**config.mk**
```make
export PLATFORM = sky130hd
export DESIGN_NAME = fc_mac_sequencer
export DESIGN_NICKNAME = d
export VERILOG_FILES = /design/src/rtl/fc_mac_sequencer.sv
export SDC_FILE = /design/constraint.sdc
export NUM_CORES = 1
export LEC_CHECK = 0
export CORE_AREA = 2 2 248 250
export CTS_CLUSTER_DIAMETER = 80
export DETAILED_ROUTE_END_ITERATION = 10
export DIE_AREA = 0 0 250 252
export GPL_TIMING_DRIVEN = 1
export HOLD_SLACK_MARGIN = 0.08
export SLEW_MARGIN = 40
export SYNTH_ARGS = -nofsm -noshare
export SYNTH_HDL_FRONTEND = slang
export SYNTH_SLANG_ARGS = --single-unit
```
**constraint.sdc**
```tcl
create_clock -name clk -period 22 [get_ports clk]
set_clock_uncertainty 0.05 [all_clocks]
set_input_delay 3.3 -clock clk [delete_from_list [all_inputs] [get_ports clk]]
set_output_delay 3.3 -clock clk [all_outputs]
set_load 0.1 [all_outputs]
```
**src/rtl/fc_mac_sequencer.sv**
```systemverilog
// Time-multiplexed MAC controller for the fully-connected layer: streams LANES
// feature/weight pairs per beat, accumulates, adds bias once, then saturates.
module fc_mac_sequencer #(
    parameter int FLATTENED_LENGTH          = 432,
    parameter int DATA_WIDTH                = 8,
    parameter int BIAS_DATA_WIDTH           = 32,
    parameter int FULLYCONNECTED_DATA_WIDTH = 32,
    parameter int LANES                     = 4,
    localparam int BEATS      = (FLATTENED_LENGTH + LANES - 1) / LANES,
    localparam int ADDR_WIDTH = (BEATS > 1) ? $clog2(BEATS) : 1
) (
    input  logic                                        clk,
    input  logic                                        reset,
    input  logic                                        fullyconnect_start,
    input  logic signed [BIAS_DATA_WIDTH-1:0]           bias,
    output logic                                        busy,
    output logic                                        rd_en,
    output logic        [ADDR_WIDTH-1:0]                rd_addr,
    input  logic        [LANES*DATA_WIDTH-1:0]          fmap_rd_data,
    input  logic        [LANES*DATA_WIDTH-1:0]          weight_rd_data,
    output logic signed [FULLYCONNECTED_DATA_WIDTH-1:0] fc_sum,
    output logic signed [DATA_WIDTH-1:0]                fullyconnected_output,
    output logic                                        done
);

    localparam int FCW = FULLYCONNECTED_DATA_WIDTH;

    localparam logic signed [FCW-1:0] SAT_MAX =
        {{(FCW - DATA_WIDTH + 1){1'b0}}, {(DATA_WIDTH - 1){1'b1}}};
    localparam logic signed [FCW-1:0] SAT_MIN = ~SAT_MAX;
    localparam logic [ADDR_WIDTH-1:0] LAST_BEAT = ADDR_WIDTH'(BEATS - 1);

    typedef enum logic [2:0] {
        IDLE,
        FETCH,
        DRAIN,
        BIAS,
        DONE
    } state_t;

    state_t state_q;
    state_t state_d;

    logic                         start_accept;
    logic        [ADDR_WIDTH-1:0] beat_cnt;
    logic                         issued_q;
    logic        [ADDR_WIDTH-1:0] issued_beat_q;
    logic signed [FCW-1:0]        acc;
    logic signed [BIAS_DATA_WIDTH-1:0] bias_q;
    logic signed [FCW-1:0]        bias_ext;
    logic signed [FCW-1:0]        sum_next;
    logic signed [FCW-1:0]        beat_sum;
    logic signed [FCW-1:0]        lane_fmap;
    logic signed [FCW-1:0]        lane_weight;
    logic signed [DATA_WIDTH-1:0] sat_next;

    assign start_accept = fullyconnect_start && ((state_q == IDLE) || (state_q == DONE));

    always_ff @(posedge clk) begin
        if (reset) begin
            state_q <= IDLE;
        end else begin
            state_q <= state_d;
        end
    end

    always_comb begin
        state_d = state_q;
        unique case (state_q)
            IDLE:    if (fullyconnect_start) state_d = FETCH;
            FETCH:   if (beat_cnt == LAST_BEAT) state_d = DRAIN;
            DRAIN:   state_d = BIAS;
            BIAS:    state_d = DONE;
            DONE:    state_d = fullyconnect_start ? FETCH : IDLE;
            default: state_d = IDLE;
        endcase
    end

    always_comb begin
        busy    = (state_q == FETCH) || (state_q == DRAIN) || (state_q == BIAS);
        rd_en   = (state_q == FETCH);
        rd_addr = (state_q == FETCH) ? beat_cnt : '0;
        done    = (state_q == DONE);
    end

    // Lanes past the end of the flattened map are masked so stale or junk
    // buffer contents in a partial final beat never reach the accumulator.
    always_comb begin
        beat_sum    = '0;
        lane_fmap   = '0;
        lane_weight = '0;
        for (int j = 0; j < LANES; j++) begin
            lane_fmap   = FCW'($signed(fmap_rd_data[j*DATA_WIDTH +: DATA_WIDTH]));
            lane_weight = FCW'($signed(weight_rd_data[j*DATA_WIDTH +: DATA_WIDTH]));
            if ((int'(issued_beat_q) * LANES + j) < FLATTENED_LENGTH) begin
                beat_sum = beat_sum + lane_fmap * lane_weight;
            end
        end
    end

    always_comb begin
        bias_ext = FCW'(bias_q);
        sum_next = acc + bias_ext;
        if (sum_next > SAT_MAX) begin
            sat_next = SAT_MAX[DATA_WIDTH-1:0];
        end else if (sum_next < SAT_MIN) begin
            sat_next = SAT_MIN[DATA_WIDTH-1:0];
        end else begin
            sat_next = sum_next[DATA_WIDTH-1:0];
        end
    end

    // Buffer data lags rd_en by one cycle, so the beat index travels along
    // with a valid flag and the accumulate happens on the following cycle.
    always_ff @(posedge clk) begin
        if (reset) begin
            beat_cnt              <= '0;
            issued_q              <= 1'b0;
            issued_beat_q         <= '0;
            acc                   <= '0;
            bias_q                <= '0;
            fc_sum                <= '0;
            fullyconnected_output <= '0;
        end else begin
            issued_q      <= (state_q == FETCH);
            issued_beat_q <= beat_cnt;
            if (issued_q) begin
                acc <= acc + beat_sum;
            end
            if (state_q == FETCH) begin
                beat_cnt <= beat_cnt + ADDR_WIDTH'(1);
            end
            if (start_accept) begin
                acc      <= '0;
                beat_cnt <= '0;
                bias_q   <= bias;
            end
            if (state_q == BIAS) begin
                fc_sum                <= sum_next;
                fullyconnected_output <= sat_next;
            end
        end
    end

endmodule

```
# Word-level counts from Yosys, hierarchy flattened
# Cells that the tools add are included.
[word_totals]
reg_bits = 122
inputBits = 99
[classes]
n_addsub = 9
multipliers = 4
order_cmp = 6
eq_ne = 7
mux = 11
n_reduce_logical = 7
[op_table]
columns = ["op", "n"]
rows = [
  ["$mux W32", 4],
  ["$add A32 B16 Y32", 3],
  ["$add A32 B32 Y32", 2],
  ["$mul A8 B8 Y16", 4],
  ["$gt A32 B8 Y1 const B", 1],
  ["$lt A32 B8 Y1 const B", 1],
  ["$lt A10 B9 Y1 const B", 3],
  ["$add A9 B2 Y10 const B", 2],
  ["$mux W8", 2],
  ["$pmux W3 S5", 1],
  ["$add A9 B1 Y10 const B", 1],
  ["$lt A9 B9 Y1 const B", 1],
  ["$add A7 B1 Y7 const B", 1],
  ["$eq A7 B7 Y1 const B", 1],
  ["$mux W7", 1],
  ["$eq A3 B2 Y1 const B", 2],
  ["$mux W3", 2],
  ["$eq A3 B1 Y1 const B", 1],
  ["$eq A3 B3 Y1 const B", 1],
  ["$logic_not A3 Y1", 1],
  ["$logic_or A1 B1 Y1", 3],
  ["$ne A2 B1 Y1 const B", 1],
  ["$ne A2 B2 Y1 const B", 1],
  ["$reduce_and A2 Y1", 1],
  ["3 further kinds", 3],
]

# Depth between registers and ports, before layout
[depth]
ltp_word = 9
ltp_mapped = 77

# Least setup slack after synthesis
# Ideal clock, no wire load.
[synth_timing]
path_type = "input to register"
from = "input port weight_rd_data[2]"
to = "register acc[31]"
t_arrival_ps = 19882
required_time_ps = 21822
path_slack_ps = 1941
stages = 72
path_buffers = 1
cell_sequence = "and2_1 -> fa_1 -> inv_1 -> fa_1 -> inv_1 -> fa_1 -> inv_1 -> fa_1 -> inv_1 -> ha_1 -> inv_1 -> nor2_1 -> nor2_1 -> o21bai_1 -> a21oi_1 -> o21bai_1 -> a21oi_1 -> o21bai_1 -> [... 36 more ...] -> a21o_1 -> a31oi_1 -> o21ai_0 -> a21o_1 -> a211oi_1 -> nor3_1 -> ha_1 -> clkbuf_1 -> a21o_1 -> a21o_1 -> a21oi_1 -> o21ai_0 -> a31oi_1 -> a211oi_1 -> and3_1 -> nor3_2 -> xnor2_1 -> nor2_1"
[synth_via]
elab_chain_len = 9
[synth_lines]
columns = ["item", "line_no", "text"]
rows = [
  ["from (decl)", "20", "input logic [LANES*DATA_WIDTH-1:0] weight_rd_data,"],
  ["$mul A8 B8 Y16 *", "96", "beat_sum = beat_sum + lane_fmap * lane_weight;"],
  ["$mux W32 *", "95", "if ((int'(issued_beat_q) * LANES + j) < FLATTENED_LENGTH) begin"],
  ["$add A32 B16 Y32", "96", ""],
  ["$mux W32 *", "95", ""],
  ["$add A32 B16 Y32", "96", ""],
  ["$mux W32 *", "95", ""],
  ["$add A32 B16 Y32", "96", ""],
  ["$mux W32 *", "95", ""],
  ["$add A32 B32 Y32 *", "128", "acc <= acc + beat_sum;"],
  ["to (signal assigned)", "128", ""],
  ["to (decl)", "48", "logic signed [FCW-1:0] acc;"],
]
# Every way passes the cells marked *; elsewhere a longest branch is shown, timed or not.
# A chain may end at the register's enable or synchronous reset.

# Worst setup path in the final report
[layout_timing]
from = "input port fmap_rd_data[1]"
to = "register acc[31]"
[layout_via]
elab_chain_len = 9
[layout_lines]
columns = ["item", "line_no", "text"]
rows = [
  ["from (decl)", "19", "input logic [LANES*DATA_WIDTH-1:0] fmap_rd_data,"],
  ["$mul A8 B8 Y16 *", "96", ""],
  ["$mux W32 *", "95", ""],
  ["$add A32 B16 Y32", "96", ""],
  ["$mux W32 *", "95", ""],
  ["$add A32 B16 Y32", "96", ""],
  ["$mux W32 *", "95", ""],
  ["$add A32 B16 Y32", "96", ""],
  ["$mux W32 *", "95", ""],
  ["$add A32 B32 Y32 *", "128", ""],
]
# Marks and branches as above.

==> qor.json <==
{
  "outcome": {
    "run_status": "complete, no violations"
  },
  "sta": {
    "grt_setup_unrepaired": "false",
    "layout_setup_ws_ns": 1.088,
    "final_period_minus_worst_setup_slack_ns": 20.91,
    "setup_viol": 0,
    "achievable-frequency_mhz": 47.82,
    "final_min_period_over_clock_period_pct": 95.05,
    "setup_total_negative_slack_ns": 0,
    "count_of_final_max_slew_check_failures": 0,
    "hold_viol_final": 0,
    "tightestPinTransition_ns": 0.7569,
    "max-slew-margin-rel_pct": 49.44
  },
  "worst_setup_path": {
    "critPathMaxFanout": 8,
    "timing.critical_path.to_type": "flop",
    "path_common_cell": "sky130_fd_sc_hd__fa_1",
    "critical_path_arrival_ns": 21.15,
    "cp_slowest_cell": "sky130_fd_sc_hd__clkdlybuf4s50_1",
    "startpoint_type": "input pin",
    "cpPeakStageDelay_ns": 0.61,
    "critical_path_source": "fmap_rd_data[1]",
    "critical_path.n_buffers_inverters": 10,
    "crit_type": "input pin to flop",
    "critical_path.top_delay_family": "adder cells",
    "critical_path.reg2reg.startpoint": "issued_beat_q[3]$_SDFF_PP0_",
    "worst-endpoint-required_ns": 22.24
  },
  "die": {
    "width_of_the_chip_um": 250,
    "initial_utilization_pct": 40.65,
    "boundary_pin_count": 149,
    "full_die_area_um2": 63000,
    "placementRows": 90,
    "die_h_um": 252,
    "core_um2": 60130
  },
  "placement": {
    "port_buffers": 148,
    "placed_cell_area_um2": 26570,
    "dp_hpwl_um": 47060,
    "gp_congestion": 0.8813,
    "preCtsSetupSlack_ns": 0.05951
  },
  "hold_path": {
    "holdCritPathClass": "flop to flop",
    "hold_start": "fc_sum[0]$_SDFFE_PP0P_"
  },
  "synth": {
    "synth-edff-count": 0,
    "synthDominantCellAreaShare_pct": 33.49,
    "synthesis.yosys.warnings": 0,
    "syn-instance-count": 2764,
    "yosys_most_used_dff": "sky130_fd_sc_hd__dfxtp_1",
    "synth_cell_type_count": 81,
    "synth-async-reset-ratio_pct": 0,
    "synthesis.nets": 3550,
    "synth.area.top_cells": "sky130_fd_sc_hd__fa_1 33%, sky130_fd_sc_hd__ha_1 14%, sky130_fd_sc_hd__dfxtp_1 9.8%",
    "ys_ff_latch": 120,
    "synth_area_per_cell_um2": 8.844,
    "synth-seq-area-share_pct": 9.827,
    "mapped_area_um2": 24450,
    "synth.largest_area_cell": "sky130_fd_sc_hd__fa_1"
  },
  "routing": {
    "antenna_left": 0,
    "finalWirelength_um": 55000,
    "post_drt_via_cell_ratio": 5.158,
    "route.detailed.drc": 0,
    "num_vias": 19020,
    "first_iter_violations": 913,
    "drtPass1Iterations": 5,
    "detail_route.wl_per_cell_um": 14.92
  },
  "clock_tree": {
    "post_cts_hold_buffer_count": 0,
    "clk_path_buf_depth": 2,
    "clkSinkCount": 120,
    "cts-htree-levels": 4,
    "clk_pin_slew_ns": 0.06,
    "worst_skew_pair.late_latency_ns": 0.41,
    "cts_buffers": 17,
    "cts_root_buf": "sky130_fd_sc_hd__clkbuf_16",
    "cts_tree": "built"
  },
  "layout": {
    "mostFrequentLayoutCell": "sky130_fd_sc_hd__inv_1",
    "mostFrequentLayoutCells": "455 x sky130_fd_sc_hd__inv_1, 405 x sky130_fd_sc_hd__fa_1, 289 x sky130_fd_sc_hd__nand2_1",
    "finalInstanceArea_um2": 27270,
    "synthToLayoutAreaGrowth_pct": 11.56,
    "multi_input_area_um2": 20200,
    "num-nets-final": 3677,
    "flip_flop_and_latch_area_um2": 2402,
    "post_route_cells_drive_above_1_share_pct": 5.131,
    "fillCellCount": 5894
  },
  "global_routing": {
    "global_route_wire_length_before_repair_um": 93930,
    "grt_pass1_vias": 19310,
    "globalRoute.totalOverflow": 0,
    "initial_antenna_violation_count": 2,
    "maximum_number_of_pins_on_one_net_before_global_route_repair": 66,
    "grt_util_all_layers_pct": 17.85
  },
  "flow_run": {
    "maxCapViolCount": 0
  }
}
-- logic make-up (layout without fill, tap and decap cells) --
group / Yosys count / in the layout / synth area share (%)
and+or+nand+nor: 847 / 847 / 17.01
adders and majority gates: 687 / 687 / 47.72
buffers and inverters: 513 / 653 / 7.882
AOI/OAI and AO/OA: 432 / 432 / 11.45
xor gates and xnor gates: 139 / 139 / 5.036
DFF: 120 / 120 / 9.827
muxes: 26 / 26 / 1.070
other: 0 / 1 / 0
-- per-stage QoR --
stage / hold WS, ns / util (%) / instances
final: 0.4052 / 45.35 / 3687
after floorplan: 0.3900 / - / 2764
after detailed placement: 0.3987 / 44.18 / 3652
after global routing: 0.4276 / 45.35 / 3687
after global placement: 0.3963 / 44.58 / 3652
after CTS: 0.4083 / 45.15 / 3684
-- repair_timing --
action	in CTS	in global routing
setup endpoints to repair	0	9
setup buffers	0	2
gates resized for setup	0	34
-- cell usage after synthesis, drive strengths merged, types with 14 or more instances --
| cell | instances |
|---|---|
| inv | 455 |
| fa | 409 |
| nand2 | 289 |
| ha | 278 |
| and2 | 178 |
| nor2 | 162 |
| a21oi | 161 |
| dfxtp | 120 |
| xnor2 | 94 |
| o21ai | 70 |
| clkbuf | 50 |
| a21o | 45 |
| xor2 | 44 |
| nand2b | 38 |
| nor3 | 34 |
| nand3 | 32 |
| nor2b | 31 |
| mux2i | 25 |
| o21bai | 25 |
| and3 | 22 |
| a211oi | 21 |
| o21a | 20 |
| a31oi | 15 |
| nand4 | 14 |
| or3 | 14 |
-- per-layer routing --
metal	global-route usage, %	vias to the layer above	wire [um]
met5	0	-	12
met4	2.874	2	630
met3	1.733	51	1684
met2	29.88	266	26730
met1	25.49	9539	25940
li1	-	9161	-
-- layout make-up --
type | instances | area share, %
Clock buffer | 19 | 1.587
Tap cell | 782 | 3.588
Antenna cell | 1 | 0.009176
Clock inverter | 13 | 0.5459
Timing Repair Buffer | 166 | 5.129
Sequential cell | 120 | 8.809
Multi-Input combinational cell | 2131 | 74.07
Inverter | 455 | 6.262
-- tightest hold or removal path, stage by stage (launching register included) --
cell                      delay [ns]
sky130_fd_sc_hd__dfxtp_1        0.31
sky130_fd_sc_hd__nand2_1        0.05
sky130_fd_sc_hd__a21oi_1        0.05
-- path summary, 6_finish.rpt --
check / slack, ns / cells after the start / end
min: 0.41 / 2 / fc_sum[0]$_SDFFE_PP0P_
max reg2reg: 5.97 / 66 / acc[31]$_SDFFE_PP0P_
max: 1.09 / 73 / acc[31]$_SDFFE_PP0P_
min reg2reg: 0.41 / 2 / fc_sum[0]$_SDFFE_PP0P_
-- flip-flops by register name, indices dropped and copies added, names as in the netlist --
| name | flops |
|---|---|
| fc_sum | 32 |
| acc | 32 |
| state_q | 3 |
| fullyconnected_output | 8 |
| bias_ext | 32 |
| issued_beat_q | 5 |
| issued_q | 1 |
| beat_cnt | 7 |
Power is left out: the tool's default activity adds up to more than one toggle a clock period on the data nets, which glitch-free logic cannot reach.
